### config.mk
export PLATFORM = sky130hd
export DESIGN_NAME = add_subt_resp_unit
export DESIGN_NICKNAME = d
export VERILOG_FILES = /design/src/rtl/add_subt_pkg.sv /design/src/rtl/sat_add_subt_core.sv /design/src/rtl/add_subt_resp_unit.sv
export SDC_FILE = /design/constraint.sdc
export NUM_CORES = 1
export LEC_CHECK = 0
export ABC_CLOCK_PERIOD_IN_PS = 4500
export BUFFER_PORTS_ARGS = -buffer_cell sky130_fd_sc_hd__buf_2
export CAP_MARGIN = 5
export CORE_ASPECT_RATIO = 0.9
export CORE_UTILIZATION = 55
export CTS_BUF_LIST = sky130_fd_sc_hd__clkbuf_16
export CTS_CLUSTER_SIZE = 14
export DETAILED_ROUTE_END_ITERATION = 10
export GPL_TIMING_DRIVEN = 0
export PLACE_DENSITY_LB_ADDON = 0.1
export SYNTH_ARGS = -nofsm -noshare
export SYNTH_HDL_FRONTEND = slang
export SYNTH_SLANG_ARGS = --single-unit
### constraint.sdc
create_clock -name clk -period 4.5 [get_ports clk]
set_input_delay 0.225 -clock clk [delete_from_list [all_inputs] [get_ports clk]]
set_output_delay 0.225 -clock clk [all_outputs]
set_load 0.005 [all_outputs]
### src/rtl/add_subt_pkg.sv
// Shared types and constants for the add/subtract responder used by the CORDIC datapath.
package add_subt_pkg;

    localparam int W_DEF = 32;
    localparam int MAX_W = 64;

    typedef enum logic [1:0] {
        IDLE  = 2'd0,
        OPER  = 2'd1,
        CHECK = 2'd2,
        READY = 2'd3
    } state_e;

    // Saturation limits for a w-bit two's complement value, right-aligned in MAX_W bits.
    function automatic logic [MAX_W-1:0] max_pos(input int w);
        return (MAX_W'(1) << (w - 1)) - MAX_W'(1);
    endfunction

    function automatic logic [MAX_W-1:0] min_neg(input int w);
        return MAX_W'(1) << (w - 1);
    endfunction

endpackage

### src/rtl/sat_add_subt_core.sv
// Combinational W+1-bit add/subtract and the overflow/underflow/saturation decode of a registered sum.
module sat_add_subt_core
    import add_subt_pkg::*;
#(
    parameter int W   = W_DEF,
    parameter bit SAT = 1'b1
) (
    input  logic [W-1:0] a,
    input  logic [W-1:0] b,
    input  logic         sub,
    output logic [W:0]   sum,
    input  logic [W:0]   sum_in,
    output logic [W-1:0] result,
    output logic         ovf,
    output logic         unf
);

    localparam logic [MAX_W-1:0] MAX_POS = max_pos(W);
    localparam logic [MAX_W-1:0] MIN_NEG = min_neg(W);
    localparam logic [W:0]       ONE     = (W+1)'(1);

    logic [W:0] a_ext;
    logic [W:0] b_ext;
    logic [W:0] b_op;

    // One guard bit makes the true result always representable.
    assign a_ext = {a[W-1], a};
    assign b_ext = {b[W-1], b};
    assign b_op  = sub ? (~b_ext + ONE) : b_ext;
    assign sum   = a_ext + b_op;

    assign ovf = (sum_in[W:W-1] == 2'b01);
    assign unf = (sum_in[W:W-1] == 2'b10);

    always_comb begin
        result = sum_in[W-1:0];
        if (SAT) begin
            if (ovf)      result = MAX_POS[W-1:0];
            else if (unf) result = MIN_NEG[W-1:0];
        end
    end

endmodule

### src/rtl/add_subt_resp_unit.sv
// Responder side of the beg/ready/ack add-subtract handshake: capture, add, check, hold until acked.
module add_subt_resp_unit
    import add_subt_pkg::*;
#(
    parameter int W   = W_DEF,
    parameter bit SAT = 1'b1
) (
    input  logic         clk,
    input  logic         reset,
    input  logic         beg_add_subt,
    input  logic         ack_add_subt,
    input  logic         add_subt,
    input  logic [W-1:0] Data_X,
    input  logic [W-1:0] Data_Y,
    output logic         ready_add_subt,
    output logic [W-1:0] add_subt_result,
    output logic         overflow_flag,
    output logic         underflow_flag
);

    state_e       state_q, state_d;
    logic [W-1:0] x_q, x_d;
    logic [W-1:0] y_q, y_d;
    logic         sub_q, sub_d;
    logic [W:0]   sum_q, sum_d;
    logic [W-1:0] res_q, res_d;
    logic         ovf_q, ovf_d;
    logic         unf_q, unf_d;
    logic         rdy_q, rdy_d;

    logic [W:0]   sum_c;
    logic [W-1:0] res_c;
    logic         ovf_c;
    logic         unf_c;

    sat_add_subt_core #(.W(W), .SAT(SAT)) u_core (
        .a      (x_q),
        .b      (y_q),
        .sub    (sub_q),
        .sum    (sum_c),
        .sum_in (sum_q),
        .result (res_c),
        .ovf    (ovf_c),
        .unf    (unf_c)
    );

    always_comb begin
        state_d = state_q;
        x_d     = x_q;
        y_d     = y_q;
        sub_d   = sub_q;
        sum_d   = sum_q;
        res_d   = res_q;
        ovf_d   = ovf_q;
        unf_d   = unf_q;
        rdy_d   = rdy_q;
        case (state_q)
            IDLE: if (beg_add_subt) begin
                x_d     = Data_X;
                y_d     = Data_Y;
                sub_d   = add_subt;
                state_d = OPER;
            end
            OPER: begin
                sum_d   = sum_c;
                state_d = CHECK;
            end
            CHECK: begin
                res_d   = res_c;
                ovf_d   = ovf_c;
                unf_d   = unf_c;
                rdy_d   = 1'b1;
                state_d = READY;
            end
            // Result and flags stay put after ack until the next CHECK overwrites them.
            READY: if (ack_add_subt) begin
                rdy_d   = 1'b0;
                state_d = IDLE;
            end
            default: state_d = IDLE;
        endcase
    end

    always_ff @(posedge clk or posedge reset) begin
        if (reset) begin
            state_q <= IDLE;
            x_q     <= '0;
            y_q     <= '0;
            sub_q   <= 1'b0;
            sum_q   <= '0;
            res_q   <= '0;
            ovf_q   <= 1'b0;
            unf_q   <= 1'b0;
            rdy_q   <= 1'b0;
        end else begin
            state_q <= state_d;
            x_q     <= x_d;
            y_q     <= y_d;
            sub_q   <= sub_d;
            sum_q   <= sum_d;
            res_q   <= res_d;
            ovf_q   <= ovf_d;
            unf_q   <= unf_d;
            rdy_q   <= rdy_d;
        end
    end

    assign ready_add_subt  = rdy_q;
    assign add_subt_result = res_q;
    assign overflow_flag   = ovf_q;
    assign underflow_flag  = unf_q;

endmodule

==> results of run 1 <==
[per-layer routing]
metal,vias up,global-route usage
li1,2835,-
met5,-,0
met2,164,0.4062
met1,2830,0.3631
met4,0,0.08016
met3,25,0.06189
[state kept, by name (all words and copies together) (netlist names)]
name             cells
state_q              2
overflow_flag        1
ready_add_subt       1
sum_q               33
underflow_flag       1
x_q                 32
sub_q                1
y_q                 32
add_subt_result     32
[final cells by class]
| class | count | area share |
|---|---|---|
| buffer | 33 | 0.01375 |
| clock buffer | 17 | 0.04629 |
| clock inverter | 14 | 0.01566 |
| inverter | 17 | 0.007488 |
| multi-input combinational | 522 | 0.4633 |
| sequential | 135 | 0.3676 |
| tap | 189 | 0.02573 |
| timing repair buffer | 105 | 0.06018 |
[cells in the final DEF (no fill, tap or decap), drive strengths merged, types with 19 or more instances in the layout]
master  count
dfrtp     135
mux2      118
buf       108
clkbuf     46
nand2      43
a21oi      40
xnor2      40
ha         39
o21ai      33
maj3       30
nor2       27
inv        19
[worst reg2reg max path: cells and delay by family, from the launching register on]
family | cells | cell delay [ps]
AO/OA/AOI/OAI | 9 | 1880
XOR/XNOR | 1 | 160
adder cells (fa/ha/maj) | 1 | 280
buffers and inverters | 1 | 310
flip-flops | 1 | 420
AND/OR/NAND/NOR | 5 | 1020
[cells in the mapped netlist (2+ instances only)]
cell         n  area share
nor3_1       8      0.0051
nor2b_1      7      0.0056
buf_1        4      0.0019
clkbuf_1    30       0.014
or3_1        3      0.0024
or2_2        4      0.0032
nand2_1     43       0.021
o41ai_1      2      0.0022
a21o_1      18       0.017
a31oi_1      4      0.0032
inv_1       16      0.0077
nor4_1       4      0.0032
mux2_2     118        0.17
nand3_1      6      0.0039
a21oi_1     40       0.026
and3_1       5      0.0040
maj3_1      30       0.039
o22ai_1      2      0.0016
ha_1        39       0.063
nand4_1      8      0.0064
and2_1       2      0.0016
o21ai_1      2      0.0013
o21ai_0     31       0.020
o2111ai_1    3      0.0034
or4_4        2      0.0029
o21a_1       9      0.0087
a31o_2       2      0.0022
nand4b_1     2      0.0022
xnor2_1     40       0.045
nand2b_1     5      0.0040
dfrtp_1    135        0.43
a2111oi_0    3      0.0034
nor2_1      27       0.013
xor2_1      12       0.013
a211oi_1     4      0.0039
o31ai_1     15       0.014
[cell families after synthesis]
family,count (synthesis)
AND/OR/NAND/NOR,132
adder cells (fa/ha/maj),70
flip-flops,135
XOR/XNOR,52
buffers and inverters,51
AO/OA/AOI/OAI,150
multiplexers,118
[path summary, 6_finish.rpt]
check / startpoint / endpoint / slack (ps) / depth (start not counted)
max: y_q[6] / sum_q[32] / 350 / 17
min: ack_add_subt / ready_add_subt / 30 / 2
max reg2reg: y_q[6] / sum_q[32] / 350 / 17
min reg2reg: add_subt_result[28] / add_subt_result[28] / 500 / 1
max in group asynchronous: reset / x_q[23] / 3330 / 4
min in group asynchronous: reset / add_subt_result[4] / 410 / 3
[metrics by stage]
stage | cell area [µm²] | instances
3_5_place_dp | 8583 | 1001
5_1_grt | 9190 | 1032
2_1_floorplan | 7799 | 708
4_1_cts | 9170 | 1033
6_report | 9190 | 1032
3_3_place_gp | 8551 | 1000
[what timing repair did]
action                                 in CTS  in global routing
hold buffers                                1                  0
endpoints found under the hold margin      56                  0
resized for setup                           2                  8
setup endpoints to repair                   2                 14
==> qor.yml, run 1 <==
drt:
  dr_total_vias: 5854
  avgViaCountPerCell: 5.672
  drt_iter0_drc: 326
  wl_met3_um: 782
  wl_per_cell_um: 17.32
  drc_errors: 0
  totalWireLength_um: 17880
  drtPass1Iterations: 4
  antenna_left: 0
  dr.max_layer_used: "met4"
  met1_length_um: 8884
  wl_met2_um: 7917
cts:
  cts_max_level: 4
  clockBufferDepth: 2
  clockRootBuffer: "clkbuf_16"
  clkTransAtPathRegs_ps: 60
  clock-sinks: 135
  cts_inserted_buffers: 17
  postCtsSetupRepairBufs: 0
  worstSkewPairLatency_ps: 420
  cts_tree: "built"
yosys:
  synth-xor-area-share: 0.05840
  synth_mux_area_frac: 0.1704
  yosysWarningCount: 0
  synth_top_family_by_area: "multiplexers"
  ys_seq_area_frac: 0.4332
  syn_area_per_cell_um2: 11.02
  netlist_area_mm2: 0.007799
  synth_edf_count: 0
  ys_types: 59
  synth_ff_type: "dfrtp_1"
  synth-compound-area-share: 0.1250
  ys_seq_elements: 135
  netlist_instances: 708
  synthesis.nets: 817
  synthArstFlopShare: 1.000
  synth_fa_ha_area_frac: 0.1036
  synth-simple-area-share: 0.08487
placement:
  hpwl_um: 13670
  port_buffers: 103
  gp_congestion: 0.8802
  place_ws_ps: -125.9
setup_path:
  path_delay_family: "compound AO/OA/AOI/OAI gates"
  crit_arrival_ps: 4480
  path_buf_inv: 1
  critical_path.max_fanout: 8
  slowest_delay_ps: 420
  cp-start-kind: "register"
  worstPathRequired_ps: 4830
  cp_cell_sequence: "nor3_2 -> nand2_1 -> nor3_1 -> a21boi_0 -> a21oi_1 -> nand2_1 -> xor2_1 -> ha_1 -> clkbuf_1 -> a21oi_1 -> o21ai_0 -> a21oi_1 -> o21ai_0 -> a21oi_1 -> nor2_1 -> o21ai_1 -> o2111ai_1"
  crit_type: "reg -> reg"
  crit_top_cell: "a21oi_1"
  slowest_stage: "dfrtp_1"
  crit_path_end_kind: "register"
grt:
  grt_pass1_wl_um: 29370
  grt_pass1_vias: 5785
  overflow: 0
  grt_max_degree: 80
  grt_antenna_before_repair: 0
  grtUsageTotal: 0.2610
run_status:
  status: "completed"
final_layout:
  area_delta_synth_final_pct: 17.84
  antenna_cells: 0
  fillCellCount: 1093
  drive_gt1_frac: 0.3144
  fin_util: 0.6751
  layout.nets: 940
  seqCellArea_mm2: 0.003378
  multi_input_area_mm2: 0.004258
sta:
  finalHoldViolations: 0
  post-route-min-period_ps: 4148
  worst_slew_pin_slew_ps: 801.7
  whs_ps: 27.19
  tns_ps: 0
  setup_slack_ps: 352.2
  fmax_ghz: 0.2411
  fin_skew_ps: 6.239
  rsz0062_at_grt: "no"
  setup_viol: 0
  slew_headroom: 0.4517
  drv_slew: 0
  finalCritPeriodShare: 0.9217
flow_run:
  drv_cap: 0
floorplan:
  rows: 40
  io_pins: 104
  start_util: 0.5729
  core_area_mm2: 0.01361
  fp.dieArea_mm2: 0.01466
  fp.dieH_um: 115.0
  chipWidth_um: 127.5
worst_hold_path:
  hold_path_class: "in -> reg"
Power of run 1 is not shown: default switching activity piles up to over one toggle a cycle in this logic, so the estimate is an artifact.
==> run 2, diff against run 1 <==
Settings changed: ABC_CLOCK_PERIOD_IN_PS 4500 to 3710, CORE_UTILIZATION 55 to 53.
Clock period 4.5 ns to 3.71 ns, I/O delays scaled along.
==> qor.yml, run 2 (same netlist as run 1, synthesis figures left out) <==
run_status:
  status: "complete, but fails checks"  # was completed
  violations: "negative hold slack"
drt:
  avgViaCountPerCell: 5.608  # was 5.672
  antenna_left: 0  # unchanged
  wl_per_cell_um: 17.87  # was 17.32 µm
  drtPass1Iterations: 5  # was 4
  totalWireLength_um: 19760  # was 17,880 µm
  dr_total_vias: 6203  # was 5,854
  drc_errors: 0  # unchanged
  drt_iter0_drc: 296  # was 326
setup_path:
  worstPathRequired_ps: 4050  # was 4830 ps
  crit_type: "reg -> reg"  # unchanged
  crit_arrival_ps: 3980  # was 4480 ps
  critical_path.max_fanout: 9  # was 8
  cp-start-kind: "register"  # unchanged
  crit_path_end_kind: "register"  # unchanged
sta:
  drv_slew: 0  # unchanged
  fin_skew_ps: 10.34  # was 6.239 ps
  setup_viol: 0  # unchanged
  worst_slew_pin_slew_ps: 720.9  # was 801.7 ps
  slew_headroom: 0.5194  # was 0.4517
  post-route-min-period_ps: 3645  # was 4148 ps
  finalHoldViolations: 1  # was 0
  whs_ps: -0.4079  # was 27.19 ps
  fmax_ghz: 0.2743  # was 0.2411 GHz
  tns_ps: 0  # unchanged
  finalCritPeriodShare: 0.9826  # was 0.9217
floorplan:
  fp.dieArea_mm2: 0.01520  # was 0.01466 mm²
  fp.dieH_um: 117.1  # was 115.0 µm
  chipWidth_um: 129.9  # was 127.5 µm
  start_util: 0.5488  # was 0.5729
  rows: 41  # was 40
  core_area_mm2: 0.01421  # was 0.01361 mm²
  io_pins: 104  # unchanged
grt:
  grtUsageTotal: 0.2690  # was 0.2610
  grt_pass1_vias: 6081  # was 5,785
  grt_max_degree: 46  # was 80
  overflow: 0  # unchanged
  grt_antenna_before_repair: 0  # unchanged
  grt_pass1_wl_um: 30990  # was 29,370 µm
cts:
  cts_inserted_buffers: 17  # unchanged
  clockRootBuffer: "clkbuf_16"  # unchanged
  cts_max_level: 4  # unchanged
  clock-sinks: 135  # unchanged
  cts_tree: "built"  # unchanged
  clockBufferDepth: 2  # unchanged
  worstSkewPairLatency_ps: 430  # was 420 ps
  clkTransAtPathRegs_ps: 60  # about the same
final_layout:
  antenna_cells: 0  # unchanged
  largest_register_ffs: 33  # unchanged
  area_delta_synth_final_pct: 32.31  # was 17.84%
  layout.nets: 1009  # was 940
  layout_common_cells: "dfrtp_1, mux2_2, buf_2"  # unchanged
  postLayoutCellArea_mm2: 0.01032  # was 0.009190 mm²
  regMostFlops: "sum_q"  # unchanged
  drive_gt1_frac: 0.3812  # was 0.3144
  layout_commonest_cell: "dfrtp_1"  # unchanged
placement:
  gp_congestion: 0.8503  # was 0.8802
  hpwl_um: 13950  # was 13,670 µm
  placed_cell_area_mm2: 0.008620  # was 0.008583 mm²
  port_buffers: 103  # unchanged
flow_run:
  drv_cap: 0  # unchanged
worst_hold_path:
  hold_path_class: "in -> reg"  # unchanged
==> run 2: cell count changes in the layout (fill, tap and decap cells not counted), moves of 5 or more <==
cell | previous run | this run
a21oi_2 | 0 | 7
nor2_2 | 0 | 5
o21ai_0 | 31 | 16
nor2_1 | 27 | 22
buf_4 | 0 | 19
a21oi_1 | 40 | 32
o21ai_1 | 2 | 15
dlygate4sd3_1 | 1 | 55
ha_2 | 0 | 10
inv_1 | 18 | 13
ha_1 | 39 | 26
clkbuf_1 | 27 | 20
o31ai_1 | 15 | 9
==> run 2: layout make-up <==
cell class | count | area (µm²)
sequential | 135 | 3379
inverter | 17 | 67.56
multi-input combinational | 522 | 4602
timing repair buffer | 180 | 1269
fill | 1011 | 3891
clock buffer | 17 | 425.4
tap | 193 | 241.5
clock inverter | 15 | 224.0
buffer | 27 | 110.1
==> run 2: what timing repair did <==
action	CTS	global route
hold buffers	54	1
pin swaps	2	34
gates resized for setup	34	66
setup endpoints to repair	22	16
endpoints found under the hold margin	64	1
setup buffers	2	17
==> run 2: worst paths after layout <==
kind / slack [ps] / start / depth (start not counted) / end
worst min register to register: 490 / sum_q[5] / 2 / sum_q[5]
min in group asynchronous: 300 / reset / 3 / sum_q[1]
max in group asynchronous: 2640 / reset / 5 / sum_q[18]
worst max-delay path: 60 / y_q[16] / 12 / sum_q[31]
worst max register to register: 60 / y_q[16] / 12 / sum_q[31]
worst min-delay path: -0.4 / Data_Y[5] / 2 / y_q[5]
==> run 2: worst max-delay path: stages, from the launching register on <==
cell	delay, ps
dfrtp_1	390
or4_4	560
or4_4	480
or3_1	430
o21ai_1	170
xnor2_1	150
ha_4	360
nand2_1	100
nor2_2	140
nand2_1	70
o221a_2	260
a2111o_1	370
o221ai_1	80
==> run 2: per-layer routing <==
metal  GRT usage  routed length, µm  part of all wire  vias up
met5           0                  0                 0        -
met3     0.04955                844             0.043       28
met1      0.3687               9428              0.48     3006
li1            -                  -                 -     2977
met2      0.4360               9163              0.46      192
met4     0.08217                327             0.017        0
==> run 2: stage by stage <==
| step | worst slack, ps | util | cells |
|---|---|---|---|
| global route | -58.69 | 0.7262 | 1106 |
| CTS | 12.70 | 0.6985 | 1089 |
| floorplan | 44.73 | - | 708 |
| finish | 64.57 | 0.7262 | 1106 |
| detailed placement | -798.2 | 0.6066 | 1007 |
| global placement | -810.5 | 0.6024 | 1004 |
Power of run 2 is left out for the same reason.
